$ cat src/rtl/poly_operand_sequencer.sv
// Feeds one {A,B,C,x} operand set into the quadratic evaluator's Go/DataIn load
// protocol, then returns its result (or a timeout error) over a valid/ready handshake.
module poly_operand_sequencer #(
  parameter int GO_LOW_CYCLES  = 2,
  parameter int GO_HIGH_CYCLES = 2,
  parameter int TIMEOUT        = 32
) (
  input  logic       clk,
  input  logic       reset,
  input  logic       in_valid,
  output logic       in_ready,
  input  logic [7:0] in_a,
  input  logic [7:0] in_b,
  input  logic [7:0] in_c,
  input  logic [7:0] in_x,
  output logic       go,
  output logic [7:0] data_out,
  input  logic [7:0] result_in,
  input  logic       result_valid_in,
  output logic       out_valid,
  input  logic       out_ready,
  output logic [7:0] out_result,
  output logic       out_err,
  output logic       busy
);

  localparam int CNT_MAX0 = (GO_LOW_CYCLES > GO_HIGH_CYCLES) ? GO_LOW_CYCLES : GO_HIGH_CYCLES;
  localparam int CNT_MAX  = (TIMEOUT > CNT_MAX0) ? TIMEOUT : CNT_MAX0;
  localparam int CNT_W    = $clog2(CNT_MAX + 1);

  typedef enum logic [2:0] {
    S_IDLE,
    S_DRV_LOW,
    S_DRV_HIGH,
    S_WAIT_RES,
    S_HOLD
  } state_t;

  state_t           r_state, w_state_next;
  logic [CNT_W-1:0] r_cnt, w_cnt_next;
  logic [1:0]       r_idx, w_idx_next;
  logic [3:0][7:0]  r_ops;
  logic [3:0][7:0]  w_ops_in;
  logic [3:0][7:0]  w_ops_sel;
  logic             w_accept;
  logic             w_drive;
  logic [7:0]       w_result_next;
  logic             w_err_next;

  logic             r_in_ready;
  logic             r_go;
  logic [7:0]       r_data_out;
  logic             r_out_valid;
  logic [7:0]       r_out_result;
  logic             r_out_err;
  logic             r_busy;

  assign w_ops_in  = {in_x, in_c, in_b, in_a};
  // On the accepting edge the operand latch is not yet loaded, so drive from the inputs.
  assign w_ops_sel = w_accept ? w_ops_in : r_ops;
  assign w_drive   = (w_state_next == S_DRV_LOW) || (w_state_next == S_DRV_HIGH);

  always_comb begin
    w_state_next  = r_state;
    w_cnt_next    = r_cnt;
    w_idx_next    = r_idx;
    w_accept      = 1'b0;
    w_result_next = r_out_result;
    w_err_next    = r_out_err;
    case (r_state)
      S_IDLE: begin
        if (in_valid) begin
          w_accept     = 1'b1;
          w_idx_next   = 2'd0;
          w_cnt_next   = '0;
          w_state_next = S_DRV_LOW;
        end
      end
      S_DRV_LOW: begin
        if (r_cnt == CNT_W'(GO_LOW_CYCLES - 1)) begin
          w_cnt_next   = '0;
          w_state_next = S_DRV_HIGH;
        end else begin
          w_cnt_next = r_cnt + CNT_W'(1);
        end
      end
      S_DRV_HIGH: begin
        if (r_cnt == CNT_W'(GO_HIGH_CYCLES - 1)) begin
          w_cnt_next = '0;
          if (r_idx == 2'd3) begin
            w_state_next = S_WAIT_RES;
          end else begin
            w_idx_next   = r_idx + 2'd1;
            w_state_next = S_DRV_LOW;
          end
        end else begin
          w_cnt_next = r_cnt + CNT_W'(1);
        end
      end
      S_WAIT_RES: begin
        if (result_valid_in) begin
          w_result_next = result_in;
          w_err_next    = 1'b0;
          w_cnt_next    = '0;
          w_state_next  = S_HOLD;
        end else if (r_cnt == CNT_W'(TIMEOUT - 1)) begin
          w_result_next = 8'd0;
          w_err_next    = 1'b1;
          w_cnt_next    = '0;
          w_state_next  = S_HOLD;
        end else begin
          w_cnt_next = r_cnt + CNT_W'(1);
        end
      end
      S_HOLD: begin
        if (out_ready) begin
          w_state_next = S_IDLE;
        end
      end
      default: begin
        w_state_next = S_IDLE;
        w_cnt_next   = '0;
        w_idx_next   = 2'd0;
      end
    endcase
  end

  // Outputs are registered from the next state so they line up with the state they describe.
  always_ff @(posedge clk) begin
    if (reset) begin
      r_state      <= S_IDLE;
      r_cnt        <= '0;
      r_idx        <= 2'd0;
      r_ops        <= '0;
      r_in_ready   <= 1'b1;
      r_go         <= 1'b0;
      r_data_out   <= 8'd0;
      r_out_valid  <= 1'b0;
      r_out_result <= 8'd0;
      r_out_err    <= 1'b0;
      r_busy       <= 1'b0;
    end else begin
      r_state      <= w_state_next;
      r_cnt        <= w_cnt_next;
      r_idx        <= w_idx_next;
      if (w_accept) begin
        r_ops <= w_ops_in;
      end
      r_in_ready   <= (w_state_next == S_IDLE);
      r_go         <= (w_state_next == S_DRV_HIGH);
      r_data_out   <= w_drive ? w_ops_sel[w_idx_next] : 8'd0;
      r_out_valid  <= (w_state_next == S_HOLD);
      r_out_result <= w_result_next;
      r_out_err    <= w_err_next;
      r_busy       <= (w_state_next != S_IDLE);
    end
  end

  assign in_ready   = r_in_ready;
  assign go         = r_go;
  assign data_out   = r_data_out;
  assign out_valid  = r_out_valid;
  assign out_result = r_out_result;
  assign out_err    = r_out_err;
  assign busy       = r_busy;

endmodule

$ cat config.mk
export PLATFORM = sky130hd
export DESIGN_NAME = poly_operand_sequencer
export DESIGN_NICKNAME = d
export VERILOG_FILES = /design/src/rtl/poly_operand_sequencer.sv
export SDC_FILE = /design/constraint.sdc
export NUM_CORES = 1
export LEC_CHECK = 0
export BUFFER_PORTS_ARGS = -buffer_cell sky130_fd_sc_hd__buf_4
export CORE_MARGIN = 5
export CORE_UTILIZATION = 58
export CTS_CLUSTER_DIAMETER = 60
export DETAILED_ROUTE_END_ITERATION = 8
export MAX_ROUTING_LAYER = met4
export PLACE_DENSITY = 0.93
export REMOVE_ABC_BUFFERS = 1
export SYNTH_ARGS = -nofsm -noshare
export SYNTH_HDL_FRONTEND = slang
export SYNTH_SLANG_ARGS = --single-unit
$ cat constraint.sdc
create_clock -name clk -period 6.3 [get_ports clk]
set_input_delay 0.945 -clock clk [delete_from_list [all_inputs] [get_ports clk]]
set_output_delay 0.945 -clock clk [all_outputs]
set_load 0.005 [all_outputs]
==> impl_results.md <==
- Hold-fix buffers at CTS: 0
- Setup Fix Bufs, Post-CTS: 0
- Cell Chain, Critical Path: or4b_1 > buf_4 > and3_1 > or2_1 > a221oi_1 > a2111oi_1
- Final #Nets: 438
- Fmax: 0.277 GHz
- Final period demand of the worst path: 3.61 ns
- Reg2reg path depth: 6
- Leak: 1.46 nW
- Global-route usage over all layers: 24.6%
- Delay-heaviest family, CP: simple AND/OR/NAND/NOR gates
- # port buffers: 65
- CP peak stage delay: 0.84 ns
- Unrepaired setup endpoints after global routing: false
- Register area: 0.00128 mm^2
- CP Capture Type: register
- Clk_lat worst skew: 0.35 ns
- Synthesized area per cell: 8.58 um^2
- Setup WS post-layout: 2.69 ns
- Total CTS buffers: 9
- Core Region: 0.00479 mm^2
- Via density: 5.89
- Fin Setup TNS: 0 ns
- Critical path required time: 6.50 ns
- Status: finished, final reports clean
- Area of the multi-input gates: 0.00149 mm^2
- Wire per inst: 16.2 um
- Hold_ws: 0.458 ns
- Synth unique cells: 49
- Synth Flop Type: dfxtp_1
- Routed vias: 2,727
- Site row count: 25
- Post-synth EDFFs: 0
- Leading cell type in the layout, fill and taps excluded: nand2_1
- CTS tree: done
- Worst VDD drop: 0.204 mV
- Max H-tree Level: 3
- Ys async rst share: 0%
- # IOs: 66
- Remaining DRCs: 0
- Gr ovfl total: 0
- Die area: 0.00653 mm^2
- Cell Area, Synth: 0.00291 mm^2
- Syn Inst Count: 339
- Most frequent cells in the layout: nand2_1, buf_4, dfxtp_1
- Final-report hold violation count: 0
- Clk sinks: 64
- 1st-pass router iterations: 5
- Syn-to-layout area delta: 25.6%
- Post-cts resize count: 0
- Chip Height: 80.8 um
- First-pass GRT wire length: 12,100 um
- Root Buffer: clkbuf_8
- Worst Setup SP: r_state[0]
- HPWL Detailed: 4900 um
- Power density over the cells: 286 mW/mm^2
- Crit path buf inv count: 1
- Clk buf depth: 2
- Share of cells above drive strength 1: 24.2%
- Worst-margin pin slew: 0.999 ns
- Initial drt markers: 385
- Setup crit start kind: register
- Largest net degree at the start of global routing: 53
- # diodes: 0
- Placement Setup Slack: 2.67 ns
- # setup viols final: 0
- Placer Congestion: 0.860
- R2R Path Start: r_state[0]
- Critical-path top delay cell: dfxtp_1
- Final slew viol count: 0
- FF-to-FF setup slack: 2.69 ns
- Initial Utilization: 60.8%
- Vias in the first global route: 2,452
- Initial antenna violation count: 0
- Worst min-delay path class: register to register
- Path type of the worst setup path: register to register
- Final-layout fill cell count: 352
- Synth Register Bits: 64
- Die W: 80.8 um
- Tcrit/Tclk final: 57.3%
- Post-synthesis sequential area ratio: 44.1%
- Worst EP arrival: 3.82 ns
- Capturing point of the worst reg2reg path: data_out[4]
- Post-route antenna net violation count: 0
- Worst-path clk slew: 0.08 ns
- Crit path depth: 6
- Critical path endpoint: data_out[4]
- Skew final: 0.0127 ns
- Max-Cap Viols: 0
- Critical Path Fanout Max: 43
- Synth warn: 0
- Final WL: 7520 um
- Slew HR: 32.9%
how the worst min path moves through the flow:
stage / start / endpoint / slack [ns] / cells after the start
final: r_ops[9] / r_ops[9] / 0.46 / 2
after global routing: r_ops[2] / r_ops[2] / 0.48 / 2
after CTS: r_ops[9] / r_ops[9] / 0.46 / 2
after detailed placement: r_ops[9] / r_ops[9] / 0.45 / 2
after global placement: r_ops[18] / r_ops[18] / 0.44 / 2
after floorplan: r_ops[10] / r_ops[10] / 0.43 / 2
tightest hold or removal path: stages (launching register included):
cell and delay (ns):
dfxtp_1 0.31, nand2_1 0.05, a21oi_1 0.05
synth_stat cells (4+ instances only):
cell type | count | area [um^2]
a2111oi_1 | 5 | 50.1
a211oi_1 | 10 | 75.1
a21oi_1 | 38 | 190
a221oi_1 | 7 | 61.3
a22oi_1 | 8 | 60.1
buf_2 | 5 | 25.0
clkbuf_1 | 17 | 63.8
dfxtp_1 | 64 | 1280
inv_1 | 4 | 15.0
mux2i_1 | 10 | 100
nand2_1 | 74 | 278
nand3_1 | 5 | 25.0
nor2_1 | 15 | 56.3
nor2b_1 | 4 | 25.0
nor3_1 | 5 | 25.0
nor3b_1 | 20 | 150
through the flow:
| step | std cells | power [W] | area (um^2) | utilization [%] |
|---|---|---|---|---|
| after floorplan | 312 | 0.000517 | 2790 | - |
| after global placement | 447 | 0.000573 | 3380 | 70.7 |
| after detailed placement | 447 | 0.000578 | 3380 | 70.7 |
| after CTS | 463 | 0.00104 | 3650 | 76.3 |
| after global routing | 463 | 0.00108 | 3650 | 76.3 |
| final | 463 | 0.00104 | 3650 | 76.3 |
where the power goes:
group	switching, W	total (W)	internal, W	leakage (nW)
clock	0.000167	0.000471	0.000304	0.134
combinational	0.0000653	0.000125	0.0000597	0.806
sequential	0.0000190	0.000447	0.000428	0.523
total	0.000251	0.00104	0.000792	1.46
logic make-up (layout without fill, tap and decap cells):
family	count (synthesis)	in the layout	share of synthesized area [%]
buffers and inverters	31	88	4.73
DFF	64	64	44.1
adders and majority gates	2	2	0.860
muxes	10	10	3.44
and+or+nand+nor	141	141	24.4
xor gates and xnor gates	2	2	0.603
AOI/OAI and AO/OA	89	89	21.9
routing by layer:
metal	vias to the layer above	share of wire (%)	track usage (%)
met2	115	46	35.7
met4	0	2.6	12.7
met3	21	7.0	4.10
met5	-	0	-
li1	1307	-	-
met1	1284	44	33.0
final cells by class:
cell class,instances,area share (%)
Clock inverter,7,3.91
Inverter,4,0.411
Tap cell,67,2.30
Timing Repair Buffer,68,14.0
Multi-Input combinational cell,244,40.9
Sequential cell,64,35.1
Clock buffer,9,3.39
sequential cells by signal, summed over array words and instances, names as in the netlist:
signal,count
out_err,1
r_state,3
go,1
busy,1
out_valid,1
r_ops,32
r_idx,2
r_cnt,6
in_ready,1
out_result,8
data_out,8
(Power assumes the default switching activity.)
